[config.mk]
export PLATFORM = sky130hd
export DESIGN_NAME = bcd_stopwatch
export DESIGN_NICKNAME = d
export VERILOG_FILES = /design/src/rtl/bcd_stopwatch.sv
export SDC_FILE = /design/constraint.sdc
export NUM_CORES = 1
export LEC_CHECK = 0
export ABC_CLOCK_PERIOD_IN_PS = 7000
export BUFFER_PORTS_ARGS = -buffer_cell sky130_fd_sc_hd__buf_2
export CORE_UTILIZATION = 45
export CTS_CLUSTER_DIAMETER = 150
export DETAILED_ROUTE_END_ITERATION = 16
export PLACE_DENSITY = 0.67
export SETUP_SLACK_MARGIN = 0.4
export SYNTH_ARGS = -nofsm -noshare
export SYNTH_HDL_FRONTEND = slang
export SYNTH_SLANG_ARGS = --single-unit
[constraint.sdc]
create_clock -name CLK -period 7 [get_ports CLK]
set_clock_uncertainty 0.05 [all_clocks]
set_input_delay 0.35 -clock CLK [delete_from_list [all_inputs] [get_ports CLK]]
set_output_delay 0.35 -clock CLK [all_outputs]
set_load 0.005 [all_outputs]
[src/rtl/bcd_stopwatch.sv]
// rtl/bcd_stopwatch.sv - four-digit BCD stopwatch (SS.hh) with prescaler, run-state FSM and display hold
// Digit outputs are always 0-9 and feed one hex7seg decoder each.
module bcd_stopwatch #(
   parameter int TICK_DIV = 500000
) (
   input  logic       CLK,
   input  logic       RESETN,
   input  logic       START_STOP,
   input  logic       CLEAR,
   input  logic       HOLD,
   output logic [3:0] DIG3,
   output logic [3:0] DIG2,
   output logic [3:0] DIG1,
   output logic [3:0] DIG0,
   output logic       RUNNING,
   output logic       WRAP
);

   localparam int PW = (TICK_DIV > 1) ? $clog2(TICK_DIV) : 1;
   localparam logic [PW-1:0] PRE_MAX = PW'(TICK_DIV - 1);

   typedef enum logic {STOPPED = 1'b0, RUN = 1'b1} state_t;

   state_t        state;
   logic          running;
   logic          ss1, ss2, ss3;
   logic          cl1, cl2, cl3;
   logic          hd1, hd2;
   logic          ss_pulse, cl_pulse, tick, all_nines;
   logic [PW-1:0] pre;
   logic [3:0]    d0, d1, d2, d3;
   logic          wrap;

   // START_STOP and CLEAR carry a third flop so only their rising edges act
   always_ff @(posedge CLK or negedge RESETN) begin
      if (!RESETN) begin
         ss1 <= 1'b0;
         ss2 <= 1'b0;
         ss3 <= 1'b0;
         cl1 <= 1'b0;
         cl2 <= 1'b0;
         cl3 <= 1'b0;
         hd1 <= 1'b0;
         hd2 <= 1'b0;
      end else begin
         ss1 <= START_STOP;
         ss2 <= ss1;
         ss3 <= ss2;
         cl1 <= CLEAR;
         cl2 <= cl1;
         cl3 <= cl2;
         hd1 <= HOLD;
         hd2 <= hd1;
      end
   end

   assign ss_pulse  = ss2 & ~ss3;
   assign cl_pulse  = cl2 & ~cl3;
   assign tick      = (state == RUN) && (pre == PRE_MAX);
   assign all_nines = (d0 == 4'd9) && (d1 == 4'd9) && (d2 == 4'd9) && (d3 == 4'd9);

   always_ff @(posedge CLK or negedge RESETN) begin
      if (!RESETN) begin
         state   <= STOPPED;
         running <= 1'b0;
      end else if (ss_pulse) begin
         state   <= (state == RUN) ? STOPPED : RUN;
         running <= (state != RUN);
      end
   end

   // Holding pre while stopped keeps the partial hundredth across pause/resume
   always_ff @(posedge CLK or negedge RESETN) begin
      if (!RESETN) begin
         pre <= '0;
      end else if (cl_pulse) begin
         pre <= '0;
      end else if (state == RUN) begin
         pre <= tick ? '0 : pre + 1'b1;
      end
   end

   always_ff @(posedge CLK or negedge RESETN) begin
      if (!RESETN) begin
         d0   <= 4'd0;
         d1   <= 4'd0;
         d2   <= 4'd0;
         d3   <= 4'd0;
         wrap <= 1'b0;
      end else if (cl_pulse) begin
         d0   <= 4'd0;
         d1   <= 4'd0;
         d2   <= 4'd0;
         d3   <= 4'd0;
         wrap <= 1'b0;
      end else if (tick) begin
         wrap <= all_nines;
         if (d0 != 4'd9) begin
            d0 <= d0 + 4'd1;
         end else begin
            d0 <= 4'd0;
            if (d1 != 4'd9) begin
               d1 <= d1 + 4'd1;
            end else begin
               d1 <= 4'd0;
               if (d2 != 4'd9) begin
                  d2 <= d2 + 4'd1;
               end else begin
                  d2 <= 4'd0;
                  d3 <= (d3 != 4'd9) ? d3 + 4'd1 : 4'd0;
               end
            end
         end
      end else begin
         wrap <= 1'b0;
      end
   end

   // Display register: tracks the live count one cycle behind unless held
   always_ff @(posedge CLK or negedge RESETN) begin
      if (!RESETN) begin
         DIG0 <= 4'd0;
         DIG1 <= 4'd0;
         DIG2 <= 4'd0;
         DIG3 <= 4'd0;
      end else if (!hd2) begin
         DIG0 <= d0;
         DIG1 <= d1;
         DIG2 <= d2;
         DIG3 <= d3;
      end
   end

   assign RUNNING = running;
   assign WRAP    = wrap;

endmodule

# Yosys cells after proc, flatten, opt, wreduce, memory -nomap -nowiden
# Index checks and enable logic that the tools add are counted.
[totals]
word_cells = 75
reg_bits = 62
[classes]
reduce_logical = 9
n_addsub = 5
n_eq_ne = 12
muxes = 24
n_bitwise = 5
[op_table]
columns = ["op", "count"]
rows = [
  ["$mux 4", 18],
  ["$mux 19", 3],
  ["$add 19x1->19 const B", 1],
  ["$eq 19x19->1 const B", 1],
  ["$add 4x1->4 const B", 4],
  ["$eq 4x4->1 const B", 4],
  ["$ne 4x4->1 const B", 4],
  ["$ne 2x2->1 const B", 3],
  ["$logic_and 1x1->1", 4],
  ["$reduce_and 4->1", 1],
  ["$reduce_bool 2->1", 2],
  ["$mux 1", 3],
  ["$not 1->1", 3],
  ["$reduce_and 3->1", 1],
  ["$and 1x1->1", 2],
  ["$reduce_and 2->1", 1],
]

# Longest topological paths before layout
[logic_depth]
ltp_word = 7
mapped_depth = 8
ltp_nobuf = 6

# Worst setup path after synthesis
# OpenSTA, ideal clock, no wires.
[synth_path]
path_kind = "register to register"
startpoint = "register pre[11]"
endpoint = "register d1[0]"
path_stages_with_launch = 6
synth_period_minus_slack_ns = 2.302
path_slack_ns = 4.698
arrival_ns = 2.174
path_cell_list = "dfrtp_1 -> or4b_1 -> or4_4 -> buf_6 -> or4_1 -> a21oi_1"
[synth_via]
elab_chain_len = 4
[synth_rtl]
columns = ["item", "line", "text"]
rows = [
  ["start, declared", "30", "logic [PW-1:0] pre;"],
  ["start signal, assigned", "79", "pre <= tick ? '0 : pre + 1'b1;"],
  ["$eq 19x19->1", "59", "assign tick = (state == RUN) && (pre == PRE_MAX);"],
  ["$logic_and 1x1->1", "59", ""],
  ["$reduce_bool 2->1 (no source line)", "--", ""],
  ["$reduce_and 2->1 (no source line)", "--", ""],
  ["end signal, assigned", "103", "d1 <= d1 + 4'd1;"],
  ["end, declared", "31", "logic [3:0] d0, d1, d2, d3;"],
]
# No other way between the ends.
# A chain may end at the register's enable or synchronous reset.

# Worst setup path in the final report
[layout_path]
startpoint = "register pre[11]"
endpoint = "register pre[4]"
[layout_via]
elab_chain_len = 5
[layout_rtl]
columns = ["item", "line", "text"]
rows = [
  ["$eq 19x19->1", "59", ""],
  ["$logic_and 1x1->1", "59", ""],
  ["$mux 19", "79", ""],
  ["$mux 19", "78", "end else if (state == RUN) begin"],
  ["$mux 19", "76", "end else if (cl_pulse) begin"],
]
# No other way between the ends. The select of a mux whose other input is x is not followed.

==> impl_results.md <==
- Status: complete, no violations
- RD Place Congestion: 0.757
- Critical Path End Type: flop
- Resized cells post-CTS: 0
- Post-synthesis cell count: 279
- Final Hold Viols: 0
- Worst setup path startpoint: pre[11]$_DFFE_PN0P_
- Worst-Skew Late Latency: 0.34 ns
- Routed vias/inst: 5.66
- Max-cap violations: 0
- Fraction of layout cells with a size suffix above 1: 0.174
- CTS Hold Buffers Added: 0
- Worst Path Arrival: 2.74 ns
- PwrDens: 244 nW/µm²
- DRT Pass-1 Iters: 4
- First-pass GRT wire length: 9530 µm
- Net Count, Synth: 293
- Busiest grt layer: met2
- Actual slew at the worst max-slew pin: 0.810 ns
- Min Tclk post-route: 2.60 ns
- Synth top cells by count: dfrtp_1, a21oi_1, o21ai_0
- Netlist cell types: 35
- H-tree levels: 3
- Lkg Pwr: 1.45 nW
- Slowest-stage cell, CP: or4_4
- Final core occ: 0.527
- CTS tree: yes
- GRT met3 Usage: 0.0527
- Avg Cell Area, Syn: 10.5 µm²
- Setup Viol. Count Final: 0
- Initial DRC count: 101
- Nets: 313
- Final worst-path cycle share: 0.371
- Core area: 6310 µm²
- Post-synthesis instance area: 2930 µm²
- Clock transition at path regs: 0.07 ns
- Critical Path RT: 7.14 ns
- Core Rows: 29
- Worst Path Max Fanout: 32
- Area leader, netlist: dfrtp_1
- Largest net degree at the start of global routing: 62
- Clock buffer depth: 2
- Number of synthesized flops with an enable pin: 0
- Most used DFF post-synth: dfrtp_1
- CTS buffer count: 9
- Dominant cells by area after synthesis: dfrtp_1, mux2_2, a21oi_1
- Slowest stage delay, CP: 0.67 ns
- I/O pin count: 23
- Setup TNS: 0 ns
- Seq/Total Area, Yosys: 0.521
- Post-CTS Setup Inserts: 0
- Critical path class: reg2reg
- Final Max Tran Viols: 0
- Register bit total from synthesis: 61
- Worst r2r src: pre[11]$_DFFE_PN0P_
- CTS Sinks: 61
- Vias in the first global route: 1988
- Die Wd: 82.7 µm
- Crit path launch type: flop
- Min-delay src: HOLD
- Peak Freq: 385 MHz
- Synth-to-Final Area Change: 13.5%
- Die H: 82.7 µm
- Maximum vdd drop: 126 µV
- Total gr overflow: 0
- Met1 Usage GRT: 0.240
- # diodes: 0
- Clock root cell: clkbuf_8
- WL final: 5570 µm
- Top-count cell post-synth: dfrtp_1
- HP Class: in2reg
- Detail Placement HPWL: 3470 µm
- Initial core utilization: 0.464
- RSZ-0062 raised after global routing: false
- Avg WL per Cell: 14.6 µm
- Antenna violation net count after detailed routing: 0
- PortBufs: 22
- Crit-path cells: or4b_1 -> or4_4 -> o21ai_2 -> nor2_1
- Slew HR: 0.460
- Initial antenna violation count: 0
- Post-synth top area share: 0.521
- Met2 usage: 0.300
- DRC: 0
- DIE AREA: 6840 µm²
- Asr flop ratio synth: 1.00
- Yosys warns: 0
- Total GRT Usage: 0.189
- Vias: 2158
==> area by class of cell <==
class | instances | area (µm²)
sequential | 61 | 1530
clock buffer | 10 | 128
fill | 555 | 2990
inverter | 9 | 33.8
timing repair buffer | 24 | 125
multi-input combinational | 194 | 1300
clock inverter | 6 | 111
tap | 77 | 96.3
==> routing by layer <==
metal / share of wire / wire length [µm]
met1: 0.48 / 2680
met2: 0.48 / 2660
met3: 0.032 / 177
met4: 0.0092 / 51
met5: 0 / 0
==> critical path: cells and delay by family (launching register included) <==
| kind | cells | cell delay [ns] |
|---|---|---|
| DFF | 1 | 0.44 |
| and+or+nand+nor | 3 | 1.34 |
| AOI/OAI and AO/OA | 1 | 0.62 |
==> metrics by stage <==
stage          cells  area [µm²]  worst slack [ns]  power, mW  hold WS (ns)
6_report         381        3320              4.40      0.811        0.0581
5_1_grt          381        3320              4.22      0.843        0.0412
4_1_cts          381        3320              4.37      0.822        0.0418
3_5_place_dp     365        3090              4.40      0.439         0.286
3_3_place_gp     365        3090              4.44      0.439         0.284
2_1_floorplan    279        2930              4.70      0.420       0.00441
==> flip-flops by register name, summed over array words and instances, names as in the netlist, 4 cells and up <==
register  count
DIG3          4
d2            4
d0            4
pre          19
DIG2          4
DIG1          4
d3            4
DIG0          4
d1            4
==> final timing paths <==
path | end | slack [ns] | cells past startpoint
worst min register to register | ss2$_DFF_PN0_ | 0.30 | 0
min in group asynchronous | hd2$_DFF_PN0_ | 0.11 | 2
worst min-delay path | hd1$_DFF_PN0_ | 0.06 | 1
worst max-delay path | pre[4]$_DFFE_PN0P_ | 4.40 | 4
max in group asynchronous | pre[17]$_DFFE_PN0P_ | 6.28 | 2
worst max register to register | pre[4]$_DFFE_PN0P_ | 4.40 | 4
==> power breakdown <==
part / leakage, nW / total, mW / internal [mW] / switching [mW]
Sequential: 0.829 / 0.391 / 0.365 / 0.0250
Combinational: 0.503 / 0.0430 / 0.0199 / 0.0231
Clock: 0.116 / 0.377 / 0.237 / 0.141
==> cell families after synthesis <==
group                    after synthesis  share of synthesized area
AO/OA/AOI/OAI                         67                      0.134
XOR/XNOR                               7                     0.0209
adder cells (fa/ha/maj)                9                     0.0384
buffers and inverters                 24                     0.0337
flip-flops                            61                      0.521
multiplexers                          13                     0.0496
AND/OR/NAND/NOR                       98                      0.202
==> cells in the final DEF, fill, tap and decap left out, drive strengths merged, types with 3 or more instances in the layout <==
master   instances
o21ai           21
nor2b            5
nand4            8
or3              9
nor4             3
bufinv           3
nand3            7
dfrtp           61
or4b             3
and3b            4
o2111ai          5
or4             14
o31ai           11
xor2             5
buf             24
inv              9
ha               9
nand2b           5
mux2            12
nor2            12
and4             4
a21oi           26
nand2           16
clkbuf          10
No activity file was read; power rests on OpenSTA's default activity.
